==> src/rtl/audio_sample_sched.sv <==
// Sample-rate scheduler: round-robin arbitration of two producers into a small
// FIFO, popped once per DIV-cycle period onto the modulator sample input.
module audio_sample_sched #(
    parameter int DIV     = 2267,
    parameter int FIFO_AW = 2
) (
    input  logic               clk,
    input  logic               rst_n,
    input  logic               enable_i,
    input  logic               a_valid_i,
    input  logic [15:0]        a_data_i,
    output logic               a_ready_o,
    input  logic               b_valid_i,
    input  logic [15:0]        b_data_i,
    output logic               b_ready_o,
    output logic [15:0]        sample_out_o,
    output logic               sample_tick_o,
    output logic [FIFO_AW:0]   fifo_level_o,
    output logic               underrun_o,
    input  logic               underrun_clr_i
);

    localparam int DEPTH = 1 << FIFO_AW;
    localparam int CW    = (DIV > 2) ? $clog2(DIV) : 1;
    localparam logic [CW-1:0]    CNT_LAST = CW'(DIV - 1);
    localparam logic [FIFO_AW:0] LVL_FULL = (FIFO_AW + 1)'(DEPTH);

    logic [CW-1:0]      cnt_q, cnt_d;
    logic [15:0]        mem_q [DEPTH];
    logic [FIFO_AW-1:0] wr_ptr_q, wr_ptr_d;
    logic [FIFO_AW-1:0] rd_ptr_q, rd_ptr_d;
    logic [FIFO_AW:0]   level_q, level_d;
    logic [15:0]        sample_q, sample_d;
    logic               tick_q, tick_d;
    logic               underrun_q, underrun_d;
    logic               last_b_q, last_b_d;

    logic               full_s;
    logic               empty_s;
    logic               grant_a_s;
    logic               grant_b_s;
    logic               push_s;
    logic [15:0]        push_data_s;
    logic               pop_evt_s;
    logic               pop_s;

    // Arbitration and divider event; full is judged on the pre-pop level
    always_comb begin
        full_s      = (level_q == LVL_FULL);
        empty_s     = (level_q == '0);
        grant_a_s   = rst_n & enable_i & ~full_s & a_valid_i & (~b_valid_i | last_b_q);
        grant_b_s   = rst_n & enable_i & ~full_s & b_valid_i & ~grant_a_s;
        push_s      = grant_a_s | grant_b_s;
        push_data_s = grant_a_s ? a_data_i : b_data_i;
        pop_evt_s   = enable_i & (cnt_q == CNT_LAST);
        pop_s       = pop_evt_s & ~empty_s;
    end

    // Next-state for divider, FIFO pointers, tick/sample and sticky underrun
    always_comb begin
        cnt_d      = cnt_q;
        wr_ptr_d   = wr_ptr_q;
        rd_ptr_d   = rd_ptr_q;
        level_d    = level_q;
        sample_d   = sample_q;
        tick_d     = 1'b0;
        last_b_d   = last_b_q;
        underrun_d = underrun_q;

        if (pop_evt_s && empty_s) begin
            underrun_d = 1'b1;
        end else if (underrun_clr_i) begin
            underrun_d = 1'b0;
        end else begin
            underrun_d = underrun_q;
        end

        if (!enable_i) begin
            cnt_d    = '0;
            wr_ptr_d = '0;
            rd_ptr_d = '0;
            level_d  = '0;
            sample_d = 16'h0000;
            tick_d   = 1'b0;
        end else begin
            cnt_d  = pop_evt_s ? '0 : (cnt_q + CW'(1));
            tick_d = pop_evt_s;
            if (pop_evt_s) begin
                sample_d = empty_s ? 16'h0000 : mem_q[rd_ptr_q];
            end else begin
                sample_d = sample_q;
            end
            if (pop_s) begin
                rd_ptr_d = rd_ptr_q + FIFO_AW'(1);
            end else begin
                rd_ptr_d = rd_ptr_q;
            end
            if (push_s) begin
                wr_ptr_d = wr_ptr_q + FIFO_AW'(1);
                last_b_d = grant_b_s;
            end else begin
                wr_ptr_d = wr_ptr_q;
                last_b_d = last_b_q;
            end
            case ({push_s, pop_s})
                2'b10:   level_d = level_q + (FIFO_AW + 1)'(1);
                2'b01:   level_d = level_q - (FIFO_AW + 1)'(1);
                default: level_d = level_q;
            endcase
        end
    end

    // Control and output registers
    always_ff @(posedge clk or negedge rst_n) begin
        if (!rst_n) begin
            cnt_q      <= '0;
            wr_ptr_q   <= '0;
            rd_ptr_q   <= '0;
            level_q    <= '0;
            sample_q   <= 16'h0000;
            tick_q     <= 1'b0;
            underrun_q <= 1'b0;
            last_b_q   <= 1'b1;
        end else begin
            cnt_q      <= cnt_d;
            wr_ptr_q   <= wr_ptr_d;
            rd_ptr_q   <= rd_ptr_d;
            level_q    <= level_d;
            sample_q   <= sample_d;
            tick_q     <= tick_d;
            underrun_q <= underrun_d;
            last_b_q   <= last_b_d;
        end
    end

    // FIFO storage; a flush only rewinds pointers, stale words are never read
    always_ff @(posedge clk or negedge rst_n) begin
        if (!rst_n) begin
            for (int i = 0; i < DEPTH; i++) begin
                mem_q[i] <= 16'h0000;
            end
        end else if (push_s) begin
            mem_q[wr_ptr_q] <= push_data_s;
        end
    end

    assign a_ready_o     = grant_a_s;
    assign b_ready_o     = grant_b_s;
    assign sample_out_o  = sample_q;
    assign sample_tick_o = tick_q;
    assign fifo_level_o  = level_q;
    assign underrun_o    = underrun_q;

endmodule

==> config.mk <==
export PLATFORM = sky130hd
export DESIGN_NAME = audio_sample_sched
export DESIGN_NICKNAME = d
export VERILOG_FILES = /design/src/rtl/audio_sample_sched.sv
export SDC_FILE = /design/constraint.sdc
export NUM_CORES = 1
export LEC_CHECK = 0
export ABC_AREA = 1
export CAP_MARGIN = 25
export CORE_AREA = 2 2 82 143
export CTS_BUF_LIST = sky130_fd_sc_hd__clkbuf_8 sky130_fd_sc_hd__clkbuf_16
export CTS_CLUSTER_DIAMETER = 50
export DETAILED_ROUTE_END_ITERATION = 7
export DIE_AREA = 0 0 84 145
export PLACE_DENSITY = 0.66
export SKIP_LAST_GASP = 1
export SLEW_MARGIN = 10
export SYNTH_ARGS = -nofsm -noshare
export SYNTH_HDL_FRONTEND = slang
export SYNTH_SLANG_ARGS = --single-unit
==> constraint.sdc <==
create_clock -name clk -period 4.4 [get_ports clk]
set_input_delay 0.88 -clock clk [delete_from_list [all_inputs] [get_ports clk]]
set_output_delay 0.88 -clock clk [all_outputs]
set_load 0.005 [all_outputs]
; Word level (Yosys, flattened, before mapping)
; Index checks and enable logic that the tools add are counted.
[op_classes]
add_sub_neg = 5
magnitude_cmp = 3
eq_ne = 8
mux = 21
bitwise_logic = 16
n_reduce_logical = 5
[ops]
columns = cell, count
row1 = $mux 16, 7
row2 = $bwmux 64, 1
row3 = $bmux 16 s2, 1
row4 = $demux 16 s2, 1
row5 = $mux 12, 2
row6 = $add 12x1->12 const B, 1
row7 = $eq 12x12->1 const B, 1
row8 = $and 1x1->1, 8
row9 = $mux 2, 4
row10 = $ge 3x3->1 const B, 2
row11 = $ne 2x1->1 const B, 3
row12 = $not 2->3, 2
row13 = $pmux 3 s2, 1
row14 = $add 2x1->2 const B, 2
row15 = $not 1->1, 4
row16 = $add 3x1->3 const B, 1
row17 = $eq 3x3->1 const B, 1
row18 = $logic_not 3->1, 1
row19 = $lt 3x1->1 const B, 1
row20 = $mux 1, 3
row21 = $mux 3, 1
row22 = $ne 3x1->1 const B, 1
row23 = $sub 3x1->3 const B, 1
row24 = $eq 2x1->1 const B, 1
row25 = other kinds (5), 7
[totals]
reg_bits = 102
input_bits = 38
word_cells = 70

; Logic depth before layout (Yosys ltp)
[depth]
depth_word = 11
mapped_depth = 14
ltp_nobuf = 14

; Worst setup path after synthesis
; No wires, ideal clock.
[synth_timing]
kind = input -> output
from = input port enable_i
to = output port a_ready_o
arrival_time_ns = 1.622
t_required_ns = 3.520
path_slack_ns = 1.898
stages = 6
n_path_buf = 2
path_cell_list = buf_4 nand2_1 a21oi_4 nand2_2 inv_2 buf_6
[synth_via]
elab_chain_len = 4
[synth_rtl]
columns = item, line_no
row1 = from (decl), 9  ; input logic enable_i,
row2 = $and 1x1->1 (4 in a row), 51  ; grant_a_s = rst_n & enable_i & ~full_s & a_valid_i & (~b_valid_i | last_b_q);
row3 = to (decl), 12  ; output logic a_ready_o,
; Every way passes these cells.

; Final worst setup path
; Same ends and word-level chain as after synthesis.

==> metrics.csv <==
metric;value;unit
Clock Latency Late Sink;340;ps
Initial Utilization;44.0;%
Slew Viols, Final;0;
# fillers;1032;
asr flop ratio synth;100;%
I/O pins;61;
initial antenna violation count;0;
WS Path Type;in2out;
area leader, netlist;dfrtp_1;
gr usage total;20.4;%
Post-CTS Hold Buffers;0;
CTS Buffer Depth;2;
total gr overflow;0;
CP Capture Type;output port;
Hold Path Cell Cnt;1;
sequential area share after synthesis;52.6;%
drt drc;0;
Net Count, Synth;630;
Peak VDD IR;0.000328;V
via count;4089;
die area;12200;um^2
Sink Count;102;
Layout Nets;678;
worst hold endpoint;cnt_q[0];
area share of the largest cell type after synthesis;52.0;%
postcts setup bufs;0;
warnings from Yosys;0;
Power Density;438;nW/um^2
Lkg Pwr;2.63;nW
Slew headroom;43.1;%
CTS tree;done;
status;completed;
initial DRC count;214;
wire length per cell;15.5;um
share of cells above drive strength 1;5.49;%
Antenna Nets Post-Route;0;
number of synthesized flops with an enable pin;0;
Post-CTS Resized;0;
FF-to-FF path depth;5;
root buf cell;clkbuf_16;
Worst-path clk slew;60;ps
Mapped Cells;585;
drt total wl;11900;um
core box area;11000;um^2
largest net degree at the start of global routing;63;
vias in the first global route;4091;
Initial DRT Pass Iterations;5;
Hold Path Class;reg2reg;
register-to-register setup slack;2210;ps
setup total negative slack;0;ps
worst path required time;3520;ps
number of synthesized register bits;102;
synth top area cells;dfrtp_1, nand2_1, o21ai_0;
Cell Area, Synth;4860;um^2
final hold violations;0;
Post-Layout Inst Area;5850;um^2
post-DP HPWL;7840;um
commonest non-fill, non-tap cells in the layout;nand2_1, dfrtp_1, o21ai_0;
Clock Skew;6.64;ps
routability cong.;0.792;
critical path startpoint;enable_i;
DP Area;5510;um^2
crit path time final;3660;ps
RSZ-0062 raised after global routing;false;
global-route wire length before repair;19800;um
row cnt;51;
Worst R2R End;sample_out_o[12];
synth unique cells;33;
IO Port Bufs;60;
Fmax;273;MHz
max_cap viols;0;
synthesized area per cell;8.30;um^2
H-tree Lvls;3;
Die W;84;um
diode count;0;
Critical Path AT;2780;ps
Die Y;145;um
reg-to-reg startpoint;rd_ptr_q[1];
largest fanout on the critical path;17;
CTS Buf Count;9;
Area growth, synth to finish;20.4;%
final setup fails;0;
Worst setup SP type;input port;
Hold Path Origin;cnt_q[0];
ys flop type;dfrtp_1;
Least-Margin Pin Slew;851;ps
most common cell after layout, fill and taps aside;nand2_1;
via-per-instance ratio;5.32;
Final Cycle Share;83.3;%
==> power by group <==
group	internal [mW]	total [mW]	switching, mW
registers	1.15	1.25	0.0931
clock network	0.566	0.908	0.342
logic	0.173	0.407	0.234
==> how the worst max path moves through the flow <==
stage	endpoint	slack, ps
after floorplan	a_ready_o	1900
after global placement	a_ready_o	760
after detailed placement	a_ready_o	720
after CTS	a_ready_o	720
after global routing	a_ready_o	620
final	a_ready_o	740
==> kinds of logic after synthesis <==
kind of cell | Yosys count | share of synthesized area, %
xor+xnor | 2 | 0.361
compound gates | 163 | 18.9
flops | 102 | 52.6
fa+ha+maj | 7 | 1.96
simple gates | 226 | 18.8
buf+inv | 85 | 7.47
==> Yosys cell counts (2+ instances only) <==
| cell | count |
|---|---|
| nand2_1 | 131 |
| dfrtp_1 | 101 |
| o21ai_0 | 74 |
| nor2_1 | 72 |
| inv_1 | 54 |
| a31oi_1 | 40 |
| a21oi_1 | 36 |
| clkbuf_1 | 12 |
| buf_2 | 9 |
| nand3_1 | 8 |
| buf_4 | 6 |
| ha_1 | 6 |
| nor2_4 | 4 |
| nor3_1 | 4 |
| o21ai_1 | 4 |
| nand4_1 | 3 |
| a221oi_1 | 2 |
| inv_2 | 2 |
| nand2_2 | 2 |
| xnor2_1 | 2 |
==> per-stage QoR <==
step | total power [mW] | std cells | setup WS, ps | util, % | hold WS (ps)
after floorplan | 1.53 | 585 | 1900 | - | 432
after global placement | 1.65 | 754 | 765 | 49.9 | 445
after detailed placement | 1.67 | 754 | 719 | 49.9 | 455
after CTS | 2.58 | 769 | 718 | 53.0 | 464
after global routing | 2.71 | 769 | 620 | 53.0 | 474
final | 2.56 | 769 | 736 | 53.0 | 463
==> layer usage <==
metal	share of wire [%]	vias to the layer above	track usage, %
li1	-	2014	-
met1	39	1970	22.6
met2	54	83	37.8
met3	3.1	22	2.45
met4	3.3	0	9.60
met5	0	-	0
==> layout make-up <==
| type | count | area [um^2] | area share (%) |
|---|---|---|---|
| clock inverters | 5 | 98.8 | 1.69 |
| flip-flops and latches | 102 | 2550 | 43.7 |
| repair buffers | 65 | 636 | 10.9 |
| well taps | 132 | 165 | 2.82 |
| multi-input cells | 398 | 1940 | 33.2 |
| clock buffers | 10 | 239 | 4.09 |
| inverters | 57 | 216 | 3.70 |
==> critical path, cell delays in order <==
cell	delay, ps
clkdlybuf4s50_1	620
nand2_1	140
a21oi_4	200
nand2_2	310
inv_2	130
clkdlybuf4s50_1	500
==> sequential cells by signal (all words and copies together), names as in the netlist <==
register / cells
cnt_q: 12
fifo_level_o: 3
last_b_q: 1
mem_q: 64
rd_ptr_q: 2
sample_out_o: 16
sample_tick_o: 1
underrun_o: 1
wr_ptr_q: 2
No activity file was read; power rests on OpenSTA's default activity.
